==> src/rtl/ram_load_ctrl.sv <==
`default_nettype none
// ============================================================================
// Module      : ram_load_ctrl
// Description : Host-side RAM loader and bus arbiter for the 16-bit
//               microprogrammed computer. Accepts a burst request (base
//               address, word count), stalls the microcode sequencer at an
//               instruction boundary, then overrides the destination-select,
//               write-enable and bus fields to write each host word into RAM
//               (one LDRAMD address cycle, one LDRAM write cycle per word).
// Ports       :
//   clk            execute-phase clock of the datapath
//   clr            synchronous active-high reset
//   start          burst request, sampled only when idle
//   base_addr      first RAM address of the burst
//   word_count     number of words to write (0 = immediate done)
//   wr_data        host data word
//   wr_valid       wr_data is valid
//   wr_ready       controller accepts wr_data this cycle (decoded from state)
//   abort          terminate the burst early
//   core_hold      stall request to the microcode sequencer
//   core_idle      sequencer is stalled at an instruction boundary
//   ovr_en         datapath muxes select ovr_* instead of microcode fields
//   ovr_A          injected destination-select code (0 = no-op)
//   ovr_WE         injected RAM write enable
//   ovr_data       value driven onto the data bus
//   busy           controller is not idle
//   done           one-cycle pulse at burst end
//   err            valid with done; burst was aborted
//   words_written  words committed in the current/last burst
// Revision    : 1.0 - initial release
// ============================================================================
module ram_load_ctrl #(
  parameter int         DATA_WIDTH = 16,
  parameter int         CNT_WIDTH  = 8,
  parameter logic [4:0] A_LDRAM    = 5'd9,
  parameter logic [4:0] A_LDRAMD   = 5'd10
) (
  input  logic                  clk,
  input  logic                  clr,
  input  logic                  start,
  input  logic [DATA_WIDTH-1:0] base_addr,
  input  logic [CNT_WIDTH-1:0]  word_count,
  input  logic [DATA_WIDTH-1:0] wr_data,
  input  logic                  wr_valid,
  output logic                  wr_ready,
  input  logic                  abort,
  output logic                  core_hold,
  input  logic                  core_idle,
  output logic                  ovr_en,
  output logic [4:0]            ovr_A,
  output logic                  ovr_WE,
  output logic [DATA_WIDTH-1:0] ovr_data,
  output logic                  busy,
  output logic                  done,
  output logic                  err,
  output logic [CNT_WIDTH-1:0]  words_written
);

  localparam logic [2:0] c_IDLE  = 3'd0;
  localparam logic [2:0] c_REQ   = 3'd1;
  localparam logic [2:0] c_ADDR  = 3'd2;
  localparam logic [2:0] c_LOAD  = 3'd3;
  localparam logic [2:0] c_WRITE = 3'd4;
  localparam logic [2:0] c_FIN   = 3'd5;

  logic [2:0]            r_state;
  logic [2:0]            w_state_nxt;

  logic [DATA_WIDTH-1:0] r_addr;
  logic [DATA_WIDTH-1:0] w_addr_nxt;
  logic [DATA_WIDTH-1:0] r_data;
  logic [DATA_WIDTH-1:0] w_data_nxt;
  logic [CNT_WIDTH-1:0]  r_count;
  logic [CNT_WIDTH-1:0]  w_count_nxt;
  logic [CNT_WIDTH-1:0]  r_words;
  logic [CNT_WIDTH-1:0]  w_words_nxt;

  logic                  w_hs;
  logic                  w_start_burst;
  logic                  w_zero_start;
  logic                  w_last;
  logic                  w_err_nxt;

  // Next values of the registered outputs
  logic                  w_hold_nxt;
  logic                  w_ovr_en_nxt;
  logic [4:0]            w_ovr_a_nxt;
  logic                  w_ovr_we_nxt;
  logic [DATA_WIDTH-1:0] w_ovr_data_nxt;
  logic                  w_busy_nxt;
  logic                  w_done_nxt;
  logic                  w_err_out_nxt;

  logic                  r_core_hold;
  logic                  r_ovr_en;
  logic [4:0]            r_ovr_a;
  logic                  r_ovr_we;
  logic [DATA_WIDTH-1:0] r_ovr_data;
  logic                  r_busy;
  logic                  r_done;
  logic                  r_err;

  // Abort beats a simultaneous wr_valid: ready is withdrawn so no word is taken.
  assign wr_ready      = (r_state == c_LOAD) && !abort;
  assign w_hs          = wr_ready && wr_valid;
  assign w_start_burst = (r_state == c_IDLE) && start && (word_count != '0);
  assign w_zero_start  = (r_state == c_IDLE) && start && (word_count == '0);
  assign w_last        = (r_count == CNT_WIDTH'(1));

  // --------------------------------------------------------------------------
  // Next-state logic
  // --------------------------------------------------------------------------
  always_comb begin
    w_state_nxt = r_state;
    w_err_nxt   = 1'b0;
    case (r_state)
      c_IDLE: begin
        if (w_start_burst) w_state_nxt = c_REQ;
      end
      c_REQ: begin
        if (abort) begin
          w_state_nxt = c_FIN;
          w_err_nxt   = 1'b1;
        end else if (core_idle) begin
          w_state_nxt = c_ADDR;
        end
      end
      c_ADDR: begin
        if (abort) begin
          w_state_nxt = c_FIN;
          w_err_nxt   = 1'b1;
        end else begin
          w_state_nxt = c_LOAD;
        end
      end
      c_LOAD: begin
        if (abort) begin
          w_state_nxt = c_FIN;
          w_err_nxt   = 1'b1;
        end else if (wr_valid) begin
          w_state_nxt = c_WRITE;
        end
      end
      c_WRITE: begin
        // The write in flight always completes; an abort here only matters
        // if words remain after it.
        if (w_last) begin
          w_state_nxt = c_FIN;
        end else if (abort) begin
          w_state_nxt = c_FIN;
          w_err_nxt   = 1'b1;
        end else begin
          w_state_nxt = c_ADDR;
        end
      end
      c_FIN:   w_state_nxt = c_IDLE;
      default: w_state_nxt = c_IDLE;
    endcase
  end

  // --------------------------------------------------------------------------
  // Datapath register next values
  // --------------------------------------------------------------------------
  always_comb begin
    w_addr_nxt  = r_addr;
    w_count_nxt = r_count;
    w_data_nxt  = r_data;
    w_words_nxt = r_words;
    if (w_start_burst) begin
      w_addr_nxt  = base_addr;
      w_count_nxt = word_count;
      w_words_nxt = '0;
    end
    if (w_hs) begin
      w_data_nxt = wr_data;
    end
    if (r_state == c_WRITE) begin
      w_addr_nxt  = r_addr + DATA_WIDTH'(1);
      w_count_nxt = r_count - CNT_WIDTH'(1);
      w_words_nxt = r_words + CNT_WIDTH'(1);
    end
  end

  // --------------------------------------------------------------------------
  // Output decode from the next state, so registered outputs line up with
  // the state they describe.
  // --------------------------------------------------------------------------
  always_comb begin
    w_hold_nxt     = 1'b0;
    w_ovr_en_nxt   = 1'b0;
    w_ovr_a_nxt    = 5'd0;
    w_ovr_we_nxt   = 1'b0;
    w_ovr_data_nxt = '0;
    w_busy_nxt     = 1'b0;
    w_done_nxt     = w_zero_start;
    w_err_out_nxt  = 1'b0;
    case (w_state_nxt)
      c_REQ: begin
        w_hold_nxt = 1'b1;
        w_busy_nxt = 1'b1;
      end
      c_ADDR: begin
        w_hold_nxt     = 1'b1;
        w_busy_nxt     = 1'b1;
        w_ovr_en_nxt   = 1'b1;
        w_ovr_a_nxt    = A_LDRAMD;
        w_ovr_data_nxt = w_addr_nxt;
      end
      c_LOAD: begin
        w_hold_nxt   = 1'b1;
        w_busy_nxt   = 1'b1;
        w_ovr_en_nxt = 1'b1;
      end
      c_WRITE: begin
        w_hold_nxt     = 1'b1;
        w_busy_nxt     = 1'b1;
        w_ovr_en_nxt   = 1'b1;
        w_ovr_a_nxt    = A_LDRAM;
        w_ovr_we_nxt   = 1'b1;
        w_ovr_data_nxt = w_data_nxt;
      end
      c_FIN: begin
        w_busy_nxt    = 1'b1;
        w_done_nxt    = 1'b1;
        w_err_out_nxt = w_err_nxt;
      end
      default: ;
    endcase
  end

  // --------------------------------------------------------------------------
  // State and output registers
  // --------------------------------------------------------------------------
  always_ff @(posedge clk) begin
    if (clr) begin
      r_state     <= c_IDLE;
      r_core_hold <= 1'b0;
      r_ovr_en    <= 1'b0;
      r_ovr_a     <= 5'd0;
      r_ovr_we    <= 1'b0;
      r_ovr_data  <= '0;
      r_busy      <= 1'b0;
      r_done      <= 1'b0;
      r_err       <= 1'b0;
    end else begin
      r_state     <= w_state_nxt;
      r_core_hold <= w_hold_nxt;
      r_ovr_en    <= w_ovr_en_nxt;
      r_ovr_a     <= w_ovr_a_nxt;
      r_ovr_we    <= w_ovr_we_nxt;
      r_ovr_data  <= w_ovr_data_nxt;
      r_busy      <= w_busy_nxt;
      r_done      <= w_done_nxt;
      r_err       <= w_err_out_nxt;
    end
  end

  // --------------------------------------------------------------------------
  // Address, count, data and progress registers
  // --------------------------------------------------------------------------
  always_ff @(posedge clk) begin
    if (clr) begin
      r_addr  <= '0;
      r_count <= '0;
      r_data  <= '0;
      r_words <= '0;
    end else begin
      r_addr  <= w_addr_nxt;
      r_count <= w_count_nxt;
      r_data  <= w_data_nxt;
      r_words <= w_words_nxt;
    end
  end

  assign core_hold     = r_core_hold;
  assign ovr_en        = r_ovr_en;
  assign ovr_A         = r_ovr_a;
  assign ovr_WE        = r_ovr_we;
  assign ovr_data      = r_ovr_data;
  assign busy          = r_busy;
  assign done          = r_done;
  assign err           = r_err;
  assign words_written = r_words;

endmodule
`default_nettype wire
==> config.mk <==
export PLATFORM = sky130hd
export DESIGN_NAME = ram_load_ctrl
export DESIGN_NICKNAME = d
export VERILOG_FILES = /design/src/rtl/ram_load_ctrl.sv
export SDC_FILE = /design/constraint.sdc
export NUM_CORES = 1
export LEC_CHECK = 0
export CORE_MARGIN = 10
export CORE_UTILIZATION = 52
export CTS_BUF_LIST = sky130_fd_sc_hd__clkbuf_8
export CTS_CLUSTER_DIAMETER = 100
export DETAILED_ROUTE_END_ITERATION = 8
export GPL_TIMING_DRIVEN = 0
export PLACE_DENSITY_LB_ADDON = 0.1
export SETUP_SLACK_MARGIN = 0.02
export SLEW_MARGIN = 20
export SYNTH_ARGS = -nofsm -noshare
export SYNTH_HDL_FRONTEND = slang
export SYNTH_SLANG_ARGS = --single-unit
export TNS_END_PERCENT = 100
==> constraint.sdc <==
create_clock -name clk -period 6.15 [get_ports clk]
set_input_delay 1.845 -clock clk [delete_from_list [all_inputs] [get_ports clk]]
set_output_delay 1.845 -clock clk [all_outputs]
set_load 0.02 [all_outputs]
==> run metrics, run 1 <==
status=completed; DR pass1 iterations=5; largest net degree at the start of global routing=11; Die X=between 90 and 100 um; Tcrit/Tclk final=0.835; total CTS buffers=9; cell area after layout=3820 um2; xor/xnor share of the synthesized area=0.00319; root buffer cell=clkbuf_8; post-synthesis adder-cell area fraction=0.0183; Max clock buf depth=2; register area share after synthesis=0.431; Layout area overhead=39.3%; Post-synth EDFFs=0; CP arrival=3.29 ns; Mapped Cells=317; R2R Path End=r_count[4]; Final Power=1.03 mW; worst path required time=4.30 ns; DRC=0; CP peak stage delay=about 0.60 ns; largest family of logic cells by synthesized area=simple AND/OR/NAND/NOR gates; yosys warns=0; Slowest cell on crit path=clkdlybuf4s50_1; final setup violation count=0; Antenna diodes=0; ratio of cells with drive above 1 in the final layout=0.0898; CP top delay family=buffers and inverters; multi-input logic area=1410 um2; Fillers=412; final hold violations=0; worst r2r src=r_state[1]; Hold Buf Count CTS=0; Initial Utilization=0.537; Rel. slew slack=0.339; Yosys cell types=60; FF-to-FF path depth=6; post-synthesis register bit count=approximately 60; RSZ-0062 raised after global routing=no; mux share of post-synthesis cell area=0.0160; syn_area_per_cell=8.65 um2; CTS tree=done; PwrDens=269 nW/um2; Rows=26; Critical Setup Path Class=in -> out; number of I/O port buffers=79; routed wire length=8530 um; Sink Count=59; cell mode on critical path=clkdlybuf4s50_1; htree depth=3; clock latency at the later pin of the worst-skew pair=0.34 ns; R2R Setup Slk=3.48 ns; fin nets=458; crit path buf inv count=2; maximum clock rate=~0.19 GHz; DR vias/cell=5.83; Peak VDD IR=0.000191 V; Remaining Overflow, GRT=0; Tmin final=5.14 ns; 1st-iter DRT viols=263; clk_skew=0.00976 ns; hold path depth=2; total die area=8580 um2; HPWL Detailed=6260 um; Post-CTS Resized=0; startpoint of the lowest-slack hold path=r_count[5]; RD Place Congestion=0.897; ys async rst share=0; routed len/inst=~18 um; Reg clk slew, reported paths=0.06 ns; Main synth FF type=dfxtp_1; vias in the first global route=approximately 2800; CORE AREA=just over 5000 um2; I/O pin total=~80; die height=92.6 um; Setup TNS Final=0 ns; Leakage Power=1.37 nW; Setup WS post-layout=a little over 1 ns; crit path cell chain=clkdlybuf4s50_1 -> nor2_1 -> and3_1 -> clkdlybuf4s50_1; post-route antenna net violation count=0; Synth Area in Compound Gates=0.225; postcts setup bufs=0; area occupied by registers=1180 um2; WHS Endpoint=r_count[5]; synthesized cell area=2740 um2; worst slack at placement=1.01 ns; Total GRT Usage=0.201; Synth Area in Simple Gates=0.247; Max Cap Violations=0; via count=2810; initial antenna violation count=0; hold crit path type=reg -> reg; crit path max fanout=7; global-route wire length before repair=14000 um; Least-Margin Pin Slew=0.990 ns; CP Launch Type=input pin; Worst setup EP type=primary output; max-slew violation count=0; Placed Area=3620 um2
-- through the flow --
stage,hold WS [ns],utilization,cells
after floorplan,0.465,-,318
after global placement,0.486,0.709,467
after detailed placement,0.495,0.709,467
after CTS,0.504,0.747,482
after global routing,0.537,0.747,482
final,0.503,0.747,482
-- how the worst max path moves through the flow --
stage | slack, ns | endpoint | depth (start not counted) | from
6_report | 1.01 | wr_ready | 4 | abort
5_1_grt | 0.93 | wr_ready | 4 | abort
4_1_cts | 1.01 | wr_ready | 4 | abort
3_5_place_dp | 1.01 | wr_ready | 4 | abort
3_3_place_gp | 1.03 | wr_ready | 4 | abort
2_1_floorplan | 2.10 | wr_ready | 2 | abort
-- layer usage --
metal  vias up  track usage  share of wire
met5         -            0              0
met4         0       0.0668          0.010
li1       1355            -              -
met2       124        0.324           0.47
met1      1319        0.250           0.44
met3        12       0.0630          0.085
-- cells in the mapped netlist (3+ instances only) --
library cell | n | area, um2
o41ai_1 | 3 | 26.3
nand2_1 | 29 | 109
ha_1 | 4 | 50.1
and2_1 | 4 | 25.0
a22o_1 | 11 | 96.3
inv_1 | 5 | 18.8
a31oi_1 | 8 | 50.1
buf_4 | 3 | 22.5
a21oi_1 | 21 | 105
nor2_1 | 34 | 128
o21ai_0 | 11 | 55.1
clkbuf_1 | 12 | 45.0
dfxtp_1 | 59 | 1180
nor3_1 | 17 | 85.1
and3_1 | 6 | 37.5
mux2_2 | 3 | 33.8
nor3b_1 | 3 | 22.5
nand3_1 | 15 | 75.1
nor4_1 | 3 | 18.8
buf_2 | 6 | 30.0
a211oi_1 | 6 | 45.0
-- where the power goes --
group          switching (mW)  internal, mW  total, mW
clock                   0.149         0.203      0.353
sequential             0.0271         0.416      0.443
combinational           0.125         0.104      0.229
total                   0.302         0.724       1.03
-- flip-flops by register name, summed over array words and instances, names as in the netlist --
signal and count:
ovr_data 16, r_addr 16, r_count 8, words_written 8, ovr_A 3, r_state 3, busy 1, core_hold 1
done 1, err 1, ovr_en 1
-- layout by cell type, fill, tap and decap left out, types with 3 or more instances in the layout --
cell type | Yosys | routed
clkdlybuf4s50_1 | 0 | 79
dfxtp_1 | 59 | 59
nor2_1 | 34 | 34
nand2_1 | 29 | 29
a21oi_1 | 21 | 21
nor3_1 | 17 | 17
nand3_1 | 15 | 15
clkbuf_1 | 12 | 12
o21ai_0 | 11 | 11
a22o_1 | 11 | 11
clkbuf_8 | 0 | 11
a31oi_1 | 8 | 8
inv_1 | 5 | 7
and3_1 | 6 | 6
a211oi_1 | 6 | 6
buf_2 | 6 | 6
and2_1 | 4 | 4
ha_1 | 4 | 4
nor3b_1 | 3 | 3
mux2_2 | 3 | 3
nor4_1 | 3 | 3
o41ai_1 | 3 | 3
buf_4 | 3 | 3
-- logic make-up (layout without fill, tap and decap cells) --
logic type / after synthesis / after routing
xor+xnor: 1 / 1
mux: 4 / 4
simple gates: 131 / 131
compound gates: 88 / 88
fa+ha+maj: 4 / 4
flops: 59 / 59
other cells: 1 / 2
buf+inv: 29 / 123
-- tightest hold or removal path, stage by stage (launching register included) --
cell and delay, ns:
dfxtp_1 0.32, nand2_1 0.06, a31oi_1 0.07
-- layout make-up --
class | instances | area share
clock inverter | 4 | 0.0111
timing repair buffer | 79 | 0.207
tap | 70 | 0.0229
buffer | 24 | 0.0367
multi-input combinational | 230 | 0.368
inverter | 5 | 0.00492
sequential | 59 | 0.309
clock buffer | 11 | 0.0397
No activity file was read; power rests on OpenSTA's default activity.
==> run 2: changes to the inputs <==
- CORE_UTILIZATION: 52 -> 48
- clock period: 6.15 -> 4.91 ns (I/O delays scaled with it)
==> run metrics, run 2 (synthesis gave the netlist of run 1 again) <==
fin cells=485; Antenna diodes=0; Final Power=1.34 mW; Tmin final=4.39 ns; ratio of cells with drive above 1 in the final layout=0.0944; PwrDens=348 nW/um2; Rows=27; post-layout util=0.696; largest net degree at the start of global routing=11; Fillers=between 400 and 500; Remaining Overflow, GRT=0; Worst setup EP type=primary output; Die X=95.6 um; RD Place Congestion=between 0.8 and 0.9; initial antenna violation count=0; Setup WS post-layout=0.520 ns; hold crit path type=reg -> reg; Max Cap Violations=0; Rel. slew slack=0.383; Sink Count=59; via count=between 2000 and 3000; Max clock buf depth=2; global-route wire length before repair=approximately 14000 um; RSZ-0062 raised after global routing=no; CP peak stage delay=0.60 ns; Tcrit/Tclk final=0.894; Slowest cell on crit path=clkdlybuf4s50_1; DRC=0; most common cell after layout, fill and taps aside=clkdlybuf4s50_1; CTS tree=done; DR vias/cell=5.73; status=completed; Initial Utilization=0.495; final hold violations=0; dpl cells=469; DR pass1 iterations=5; worst path required time=3.44 ns; number of I/O port buffers=79; Critical Setup Path Class=in -> out; fin nets=458; Post-CTS Resized=0; root buffer cell=clkbuf_8; most frequent cells in the layout=clkdlybuf4s50_1 (79), dfxtp_1 (59), nor2_1 (34), nand2_1 (29), a21oi_1 (21); routed wire length=8360 um; CP top delay family=buffers and inverters; total CTS buffers=9; Setup TNS Final=0 ns; Peak VDD IR=0.000178 V; CP arrival=2.92 ns; crit path buf inv count=2; routed len/inst=approximately 17 um; Leakage Power=1.38 nW; die height=95.6 um; max-slew violation count=0; Total GRT Usage=0.186; postcts setup bufs=0; final setup violation count=0; Reg clk slew, reported paths=approximately 0.070 ns; clk_skew=0.00784 ns; crit path max fanout=7; htree depth=3; I/O pin total=between 80 and 90; CORE AREA=5540 um2; worst slack at placement=0.525 ns; total die area=9130 um2; CP Launch Type=input pin; HPWL Detailed=6200 um; Least-Margin Pin Slew=0.923 ns; vias in the first global route=about 2800; cell mode on critical path=clkdlybuf4s50_1; 1st-iter DRT viols=185; Hold Buf Count CTS=0; post-route antenna net violation count=0; clock latency at the later pin of the worst-skew pair=about 0.34 ns; maximum clock rate=~0.23 GHz; crit path cell chain=clkdlybuf4s50_1 -> nor2_1 -> and3_1 -> clkdlybuf4s50_1; Layout area overhead=40.6%
==> run 2: layer usage <==
metal	track usage	vias up	routed length (um)
met5	0	-	0
met4	0.0774	0	180
met1	0.236	1302	3710
li1	-	1355	-
met2	0.296	107	3870
met3	0.0424	14	594
==> run 2: path summary, 6_finish.rpt <==
check	start	endpoint	slack, ns	cells after the start
hold reg to reg	r_count[5]	r_count[5]	0.51	2
setup / recovery	abort	wr_ready	0.52	4
setup reg to reg	r_state[0]	r_count[4]	2.33	6
hold / removal	r_count[5]	r_count[5]	0.51	2
==> run 2: worst reg2reg max path: stages (launching register included) <==
cell	delay, ns
dfxtp_1	0.30
clkbuf_1	0.19
nor3b_1	0.81
clkbuf_1	0.49
nand2_1	0.23
o311ai_0	0.34
a21oi_1	0.10
==> run 2: stage by stage <==
step / cell area, um2 / hold WS (ns)
3_3_place_gp: 3630 / 0.492
2_1_floorplan: 2750 / 0.465
4_1_cts: 3850 / 0.505
5_1_grt: 3850 / 0.540
3_5_place_dp: 3630 / 0.493
6_report: 3850 / 0.509
==> run 2: layout make-up <==
type                    count  area, um2  area share
plain buffers              24        140      0.0364
well taps                  72       90.1      0.0234
inverters                   5       18.8     0.00487
clock buffers              11        151      0.0393
multi-input cells         230       1410       0.365
repair buffers             79        791       0.205
flip-flops and latches     59       1180       0.306
clock inverters             5       76.3      0.0198
==> run 2: power by group <==
group	leakage, nW	internal, mW	switching (mW)
Clock	0.117	0.311	0.192
Combinational	0.780	0.131	0.155
Sequential	0.482	0.521	0.0336
==> run 3: changes to the inputs <==
- CORE_MARGIN: 10 -> 5
- CTS_CLUSTER_DIAMETER: 100 -> 30
==> run metrics, run 3 (synthesis gave the netlist of run 1 again) <==
max-slew violation count=0; global-route wire length before repair=13100 um; Initial Utilization=0.495; Post-CTS Resized=0; 1st-iter DRT viols=between 200 and 250; hold crit path type=reg -> reg; fin nets=458; RD Place Congestion=roughly 0.87; Max Cap Violations=0; Leakage Power=1.37 nW; Sink Count=~60; Reg clk slew, reported paths=roughly 0.060 ns; Final Power=1.26 mW; DR WL met2=3710 um; crit path max fanout=7; largest net degree at the start of global routing=11; clk_skew=a little under 0.006 ns; die height=85.6 um; Least-Margin Pin Slew=0.977 ns; HPWL Detailed=around 5900 um; total die area=about 7300 um2; Peak VDD IR=0.000191 V; final setup violation count=0; RSZ-0062 raised after global routing=no; met3 WL=614 um; htree depth=3; hold_ws=0.513 ns; maximum clock rate=~0.23 GHz; clock latency at the later pin of the worst-skew pair=0.34 ns; most common cell after layout, fill and taps aside=clkdlybuf4s50_1; Tmin final=4.40 ns; PwrDens=330 nW/um2; uppermost layer routed=met4; post-route antenna net violation count=0; number of I/O port buffers=a little under 80; initial antenna violation count=0; total CTS buffers=9; via count=~2800; ratio of cells with drive above 1 in the final layout=0.0920; Hold Buf Count CTS=0; Rel. slew slack=0.347; Max clock buf depth=2; DR pass1 iterations=5; Total GRT Usage=0.226; multi-input logic area=1410 um2; most frequent cells in the layout=clkdlybuf4s50_1 (79), dfxtp_1 (59), nor2_1 (34), nand2_1 (29), a21oi_1 (21); DRT met1 WL=3580 um; final hold violations=0; worst path required time=3.44 ns; area occupied by registers=between 1000 and 1500 um2; CP Launch Type=input pin; Worst setup EP type=primary output; Layout area overhead=39.3%; DR vias/cell=5.84; Die X=about 86 um; Rows=27; CTS tree=done; postcts setup bufs=0; status=completed; Setup TNS Final=0 ns; CP arrival=2.93 ns; Antenna diodes=0; I/O pin total=between 80 and 90; DRC=0; Remaining Overflow, GRT=0; CORE AREA=between 5000 and 6000 um2; routed len/inst=16.7 um; Fillers=between 400 and 500; vias in the first global route=between 2000 and 3000; Critical Setup Path Class=in -> out; root buffer cell=clkbuf_8; routed wire length=8080 um; Tcrit/Tclk final=0.896
run 3: changes by cell type in the layout (fill, tap and decap cells not counted), sizes merged:
cell	before	now
inv	6	7
clkbuf	23	25
clkinvlp	1	0
bufinv	2	0
run 3: final cells by class:
class / instances / area share
clock inverters: 3 / 0.00328
inverters: 5 / 0.00492
plain buffers: 24 / 0.0367
well taps: 72 / 0.0236
flip-flops and latches: 59 / 0.309
repair buffers: 79 / 0.207
clock buffers: 13 / 0.0469
multi-input cells: 230 / 0.368
run 3: final timing paths:
path / startpoint / end / slack, ns / cells after the start
max: abort / wr_ready / 0.51 / 4
min reg2reg: r_count[5] / r_count[5] / 0.51 / 2
min: r_count[5] / r_count[5] / 0.51 / 2
max reg2reg: r_state[0] / r_count[4] / 2.34 / 6
run 3: layer usage:
metal  global-route usage  vias up
met3               0.0538       19
met4               0.0964        0
met1                0.291     1316
li1                     -     1362
met5                    0        -
met2                0.361      137
run 3: per-stage QoR:
step / std cells / cell area [um2] / utilization / worst slack, ns
detailed placement: 469 / 3630 / 0.654 / 0.516
finish: 485 / 3820 / 0.689 / 0.510
global route: 485 / 3820 / 0.689 / 0.423
CTS: 485 / 3820 / 0.689 / 0.518
floorplan: 318 / 2750 / - / 1.60
global placement: 469 / 3630 / 0.654 / 0.535
run 3: power breakdown:
part	internal, mW	switching (mW)	total [mW]	leakage, nW
logic	0.130	0.155	0.286	0.780
registers	0.521	0.0344	0.556	0.482
clock network	0.234	0.186	0.420	0.108
run 3: worst max-delay path: stages:
cell             delay (ns)
clkdlybuf4s50_1        0.52
nor2_1                 0.17
and3_1                 0.16
clkdlybuf4s50_1        0.60
